<file path="src/rtl/calc_pkg.sv">
// calc_pkg: shared types and constants for the calculator keypad path
package calc_pkg;
    typedef enum logic [1:0] {IDLE, PRESSED, WAIT_RELEASE} state_t;
    typedef enum logic [1:0] {NONE, ONE, MULTI} fclass_t;
    localparam int KEY_ROWS = 4;
    localparam int KEY_COLS = 4;
    localparam logic [3:0] ROWS_IDLE = 4'b1111;
endpackage

</file>
<file path="src/rtl/keypad_scanner_if.sv">
// keypad_scanner_if: keypad pins plus committed-key outputs
// master = scanner side (drives key_out and key events, reads key_in)
// slave  = board/consumer side
interface keypad_scanner_if;
    logic [3:0] key_in;
    logic [3:0] key_out;
    logic [3:0] key_code;
    logic       key_valid;
    logic       key_held;
    logic       multi_key;
    modport master (input key_in, output key_out, key_code, key_valid, key_held, multi_key);
    modport slave (output key_in, input key_out, key_code, key_valid, key_held, multi_key);
endinterface

</file>
<file path="src/rtl/sync_2ff.sv">
// sync_2ff: two-flop synchronizer, async reset to all ones
// clk/rst: clock and async active-high reset; d: async input; q: synchronized output
module sync_2ff #(
    parameter int W = 4
) (
    input  logic         clk,
    input  logic         rst,
    input  logic [W-1:0] d,
    output logic [W-1:0] q
);
    logic [W-1:0] s1;
    always_ff @(posedge clk or posedge rst)
        if (rst) begin
            s1 <= '1;
            q  <= '1;
        end else begin
            s1 <= d;
            q  <= s1;
        end
endmodule

</file>
<file path="src/rtl/keypad_scanner.sv">
// keypad_scanner: 4x4 matrix column sequencer, frame debouncer and key event FSM
// clk/rst: clock and async active-high reset
// kp: key_in rows (active-low), key_out column drive, key_code/key_valid/key_held/multi_key events
module keypad_scanner
    import calc_pkg::*;
#(
    parameter int SCAN_DIV     = 100000,
    parameter int DEBOUNCE_CNT = 3
) (
    input logic               clk,
    input logic               rst,
    keypad_scanner_if.master  kp
);
    localparam int CW = $clog2(SCAN_DIV);
    localparam int SW = $clog2(DEBOUNCE_CNT + 1);
    logic [3:0]    rows_s;
    logic [CW-1:0] cnt;
    logic [1:0]    col;
    logic [3:0]    rows [KEY_COLS];
    logic          tick, frame_end, same, stable;
    logic [15:0]   frame;
    logic [4:0]    nlow;
    logic [3:0]    fidx, fkey, prev_code;
    fclass_t       fcls, prev_cls;
    logic [SW-1:0] stab, stab_n;
    state_t        state, state_d;
    logic [3:0]    code_q, code_d;
    logic          valid_q, valid_d, held_q, held_d, multi_q, multi_d;

    sync_2ff #(.W(KEY_ROWS)) u_sync (.clk(clk), .rst(rst), .d(kp.key_in), .q(rows_s));

    assign tick      = cnt == CW'(SCAN_DIV - 1);
    assign frame_end = tick && col == 2'd3;
    assign kp.key_out = ~(4'b0001 << col);

    always_ff @(posedge clk or posedge rst)
        if (rst) begin
            cnt  <= '0;
            col  <= '0;
            rows <= '{default: ROWS_IDLE};
        end else if (tick) begin
            rows[col] <= rows_s;
            col       <= col + 2'd1;
            cnt       <= '0;
        end else begin
            cnt <= cnt + CW'(1);
        end

    // Column 3 is taken straight from the synchronizer since it is stored on this same edge.
    assign frame = {rows_s, rows[2], rows[1], rows[0]};

    always_comb begin
        nlow = '0;
        fidx = '0;
        for (int i = 0; i < 16; i++)
            if (!frame[i]) begin
                nlow = nlow + 5'd1;
                fidx = 4'(i);
            end
        fcls = nlow == 5'd0 ? NONE : nlow == 5'd1 ? ONE : MULTI;
        // Code is zeroed for NONE/MULTI so class+code equality is a plain compare.
        fkey = fcls == ONE ? fidx : 4'd0;
    end

    assign same   = fcls == prev_cls && fkey == prev_code;
    assign stab_n = !same ? SW'(1) : stab == SW'(DEBOUNCE_CNT) ? stab : stab + SW'(1);
    assign stable = frame_end && stab_n == SW'(DEBOUNCE_CNT);

    always_ff @(posedge clk or posedge rst)
        if (rst) begin
            prev_cls  <= NONE;
            prev_code <= '0;
            stab      <= '0;
        end else if (frame_end) begin
            prev_cls  <= fcls;
            prev_code <= fkey;
            stab      <= stab_n;
        end

    always_ff @(posedge clk or posedge rst)
        if (rst) begin
            state   <= IDLE;
            code_q  <= '0;
            valid_q <= 1'b0;
            held_q  <= 1'b0;
            multi_q <= 1'b0;
        end else begin
            state   <= state_d;
            code_q  <= code_d;
            valid_q <= valid_d;
            held_q  <= held_d;
            multi_q <= multi_d;
        end

    always_comb begin
        state_d = state;
        code_d  = code_q;
        valid_d = 1'b0;
        held_d  = held_q;
        multi_d = multi_q;
        if (stable) begin
            multi_d = fcls == MULTI;
            case (state)
                IDLE:
                    if (fcls == ONE) begin
                        state_d = PRESSED;
                        code_d  = fkey;
                        valid_d = 1'b1;
                        held_d  = 1'b1;
                    end else if (fcls == MULTI) begin
                        state_d = WAIT_RELEASE;
                    end
                PRESSED:
                    if (fcls == NONE) begin
                        state_d = IDLE;
                        held_d  = 1'b0;
                    end else if (fcls == MULTI || fkey != code_q) begin
                        state_d = WAIT_RELEASE;
                        held_d  = 1'b0;
                    end
                default:
                    state_d = fcls == NONE ? IDLE : WAIT_RELEASE;
            endcase
        end
    end

    assign kp.key_code  = code_q;
    assign kp.key_valid = valid_q;
    assign kp.key_held  = held_q;
    assign kp.multi_key = multi_q;
endmodule

</file>
<file path="src/flat_wrapper.sv">
// flat-port wrapper written by rule: the top's interface ports become plain ports
module keypad_scanner_flat import calc_pkg::*;
#(
    parameter int SCAN_DIV     = 100000,
    parameter int DEBOUNCE_CNT = 3
)
  (clk, rst, kp_key_in, kp_key_out, kp_key_code, kp_key_valid, kp_key_held, kp_multi_key);
  keypad_scanner_if kp_i ();
  input logic clk;
  input logic rst;
  input wire logic [$bits(kp_i.key_in)-1:0] kp_key_in;
  output wire logic [$bits(kp_i.key_out)-1:0] kp_key_out;
  output wire logic [$bits(kp_i.key_code)-1:0] kp_key_code;
  output wire logic [$bits(kp_i.key_valid)-1:0] kp_key_valid;
  output wire logic [$bits(kp_i.key_held)-1:0] kp_key_held;
  output wire logic [$bits(kp_i.multi_key)-1:0] kp_multi_key;
  assign kp_i.key_in = kp_key_in;
  assign kp_key_out = kp_i.key_out;
  assign kp_key_code = kp_i.key_code;
  assign kp_key_valid = kp_i.key_valid;
  assign kp_key_held = kp_i.key_held;
  assign kp_multi_key = kp_i.multi_key;
  keypad_scanner #(.SCAN_DIV(SCAN_DIV), .DEBOUNCE_CNT(DEBOUNCE_CNT)) u_core (.clk(clk), .rst(rst), .kp(kp_i));
endmodule
</file>
<file path="config.mk">
export PLATFORM = sky130hd
export DESIGN_NAME = keypad_scanner_flat
export DESIGN_NICKNAME = d
export VERILOG_FILES = /design/src/rtl/calc_pkg.sv /design/src/rtl/keypad_scanner_if.sv /design/src/rtl/sync_2ff.sv /design/src/rtl/keypad_scanner.sv /design/src/flat_wrapper.sv
export SDC_FILE = /design/constraint.sdc
export NUM_CORES = 1
export LEC_CHECK = 0
export BUFFER_PORTS_ARGS = -buffer_cell sky130_fd_sc_hd__buf_2
export CAP_MARGIN = 20
export CORE_MARGIN = 5
export CORE_UTILIZATION = 61
export CTS_BUF_LIST = sky130_fd_sc_hd__clkbuf_2
export CTS_CLUSTER_SIZE = 12
export DETAILED_ROUTE_END_ITERATION = 10
export PLACE_DENSITY = 0.84
export SLEW_MARGIN = 20
export SYNTH_ARGS = -nofsm -noshare
export SYNTH_HDL_FRONTEND = slang
export SYNTH_SLANG_ARGS = --single-unit
</file>
<file path="constraint.sdc">
create_clock -name clk -period 12.9 [get_ports clk]
set_input_delay 1.29 -clock clk [delete_from_list [all_inputs] [get_ports clk]]
set_output_delay 1.29 -clock clk [all_outputs]
set_load 0.02 [all_outputs]
</file>
==> out/results.ini <==
[status]
status = completed

[min_path]
hold_class = reg2reg

[worst_setup_path]
start_kind = flip-flop
path_class = reg2reg
r2r_cells = 50
critPathCapture = u_core.kp.key_code[3]
endpoint_kind = flip-flop
r2r-start = u_core.frame[0]
cp_data_arrival_time_ns = 11.40
slowest_stage = dfstp_2
cp_data_required_time_ns = 13.27
critPathLaunch = u_core.frame[0]
timing.rr.end = u_core.kp.key_code[3]
path_max_fanout = 8
critPathMaxStageDelay_ns = 0.59
r2r_slack_ns = 1.87
path_common_cell = ha_1

[power]
p_sw_share_pct = 24.23
switchingPower_uw = 63.07
peakVddDrop_uv = 65.43
powerDensity_mw_per_mm2 = 58.28
p_clk_share_pct = 24.3
seqPwrFrac_pct = 69.5
intPower_uw = 197.2
combPwrFrac_pct = 6.2
p_leak_uw = 0.001898

[sta]
setup_violations = 0
holdWs_ns = 0.3730
skew_ns = 0.02026
finalCritPeriodShare_pct = 85.50
rsz0062_at_grt = no
fin_setup_tns_ns = 0
drv_slew = 0
worst_pin_slew_ns = 0.9093
min_period_ns = 11.03
fmax_ghz = 0.09067
finalHoldViolations = 0
slew_headroom_pct = 39.31

[route]
routed_wl_um = 7912
drc_errors = 0
first_pass_iters = 4
via_count = 3172
drtAntennaViolNets = 0
wl_per_cell_um = 14.20
drt_iter0_markers = 119
viasPerCell = 5.695

[grt]
grt_use_met1_pct = 26.60
busiest_layer = met2
grt-ovfl-total = 0
grt_max_degree = 57
use_met2_pct = 32.39
grt_pass1_wl_um = 14140
antenna_found_initial = 0
grt.total_usage_pct = 19.47
met3_usage_pct = 2.083
grt_pass1_vias = 3114

[final_layout]
fillerInstances = 568
drive_gt1_share_pct = 16.92
final_nets = 486
area_delta_synth_final_pct = 3.418
n_antenna_cell = 0

[cts]
h-tree-depth = 2
clkTransAtPathRegs_ns = 0.26
cts-root-buf = clkbuf_2
cts_hold_buf = 0
cts_setup_buffers = 0
cts_resized = 0
insertion_delay_ns = 0.44
clock_sinks = 56
cts_tree = yes
clockBufferDepth = 2
numCtsBuffers = 5

[yosys]
yosysTopAreaCell = dfrtp_1
synth_top_flop_cell = dfrtp_1
synth.avg_cell_area_sq_um = 9.430
synth_area_leaders = dfrtp_1 21%, dfstp_2 12%, xnor2_1 8.5%
syn_inst = 458
synth-edff-count = 0
yosys_warnings = 0
synth.distinct_cells = 84
synth_seq_cells = 56
async_flop_share_pct = 100.0
synth-seq-area-share_pct = 33.02
syn_area_sq_mm = 0.004319
syn_nets = 484
netlist.area_leader.share_pct = 20.86

[die]
start_util_pct = 63.22
die_h_um = 94.15
fp.dieW_um = 94.15
die-area_sq_mm = 0.008863
num_io_pins = 17
core_sq_mm = 0.006832
row_count = 30

[placed_design]
portBuffers = 16
gp_congestion = 0.8242
hpwl_um = 6156

[job]
drv_cap = 0

## cell usage in the layout, fill, tap and decap left out, drive strengths merged, types with 8 or more instances in the layout
cell type,netlist,routed
ha,20,20
dfstp,20,20
nand2,42,42
nand2b,9,9
nor2,32,32
dfrtp,36,36
o21ai,24,24
nand3,13,13
a21oi,13,13
mux2i,8,8
nor2b,10,10
xor2,17,17
inv,36,35
xnor2,48,48
buf,3,16
## logic make-up (layout without fill, tap and decap cells)
family                   Yosys count  in the layout  share of synthesized area (%)
adder cells (fa/ha/maj)           20             20                          5.794
AO/OA/AOI/OAI                     84             84                          15.53
multiplexers                      13             13                          3.244
AND/OR/NAND/NOR                  158            158                          19.24
flip-flops                        56             56                          33.02
XOR/XNOR                          70             70                          17.87
buffers and inverters             57             60                          5.301
## power groups by stage
stage | combinational [uW] | sequential, uW | clock, uW
3_3_place_gp | 15.2 | 184 | 0
2_1_floorplan | 13.9 | 181 | 0
6_report | 16.0 | 181 | 63.3
3_5_place_dp | 16.0 | 184 | 0
4_1_cts | 16.1 | 181 | 65.8
5_1_grt | 18.3 | 182 | 73.6
## metrics by stage
step / instance area [sq um] / power, uW / util (%) / worst slack [ns] / std cells
finish: 4467 / 260.3 / 65.38 / 1.871 / 557
global route: 4467 / 273.5 / 65.38 / 1.143 / 557
CTS: 4466 / 262.9 / 65.37 / 1.836 / 557
detailed placement: 4428 / 199.6 / 64.82 / 1.848 / 549
global placement: 4428 / 198.7 / 64.82 / 2.240 / 549
floorplan: 4319 / 195.4 / - / 2.818 / 458
## layer usage
metal,share of wire (%),wire [um]
met2,49,3847
met5,0,0
met4,1.2,98
met1,47,3727
met3,3.0,238
## cells in the mapped netlist, types with 2 or more instances
cell       count
nor4bb_1       2
and2_1         5
ha_1          20
o21ai_0       23
nand2b_1       9
xnor2_2        3
nor3_1         6
nand3b_1       2
dfstp_2       20
nand4_1        7
dfrtp_1       36
nor4_1         3
nor2_1        32
xnor2_4        3
mux2i_1        8
nor2b_1       10
a211oi_1       4
o211ai_1       2
a31oi_1        2
or3_1          4
o2111ai_1      2
o31ai_1        4
nand2_1       42
inv_1         34
and3_1         4
nor3b_1        3
a311oi_1       2
and4_1         2
mux2_2         4
xnor2_1       42
o211a_1        2
a21o_1         2
a32oi_1        2
xor2_1        16
or3_2          2
o22ai_1        3
nand3_1       13
xnor3_1        3
clkbuf_1      18
a21oi_1       13
## final cells by class
class,instances,area [sq um],area share (%)
multi-input cells,345,2664,59.64
flip-flops and latches,56,1426,31.93
inverters,36,138.9,3.109
well taps,96,120.1,2.689
repair buffers,16,80.08,1.793
clock buffers,6,30.03,0.6723
clock inverters,2,7.507,0.1681
## worst max-delay path, delay by kind of cell (launching register included)
family                     cells  cell delay, ns
DFF                            1            0.59
muxes                          3            0.81
xor gates and xnor gates       2            0.44
buffers and inverters          5            0.33
AOI/OAI and AO/OA             14            3.16
and+or+nand+nor               12            1.53
adders and majority gates     14            4.08
## how the worst min path moves through the flow
stage | startpoint | cells past startpoint | slack [ns] | endpoint
floorplan | u_core.u_sync.s1[0] | 0 | 0.35 | u_core.u_sync.q[0]
global placement | u_core.u_sync.s1[0] | 0 | 0.35 | u_core.u_sync.q[0]
detailed placement | u_core.u_sync.s1[2] | 0 | 0.35 | u_core.u_sync.q[2]
CTS | u_core.u_sync.s1[2] | 0 | 0.37 | u_core.u_sync.q[2]
global route | u_core.u_sync.s1[1] | 0 | 0.38 | u_core.u_sync.q[1]
finish | u_core.u_sync.s1[2] | 0 | 0.37 | u_core.u_sync.q[2]
## state kept, by name, summed over array words and instances, names as in the netlist
name                 cells
u_core.u_sync.s1         4
u_core.state             2
u_core.cnt              17
u_core.kp.key_held       1
u_core.kp.multi_key      1
u_core.kp.key_valid      1
u_core.stab              2
u_core.prev_code         4
u_core.frame            12
u_core.kp.key_code       4
u_core.u_sync.q          4
u_core.prev_cls          2
u_core.col               2
Power figures use the tool's default switching activity.
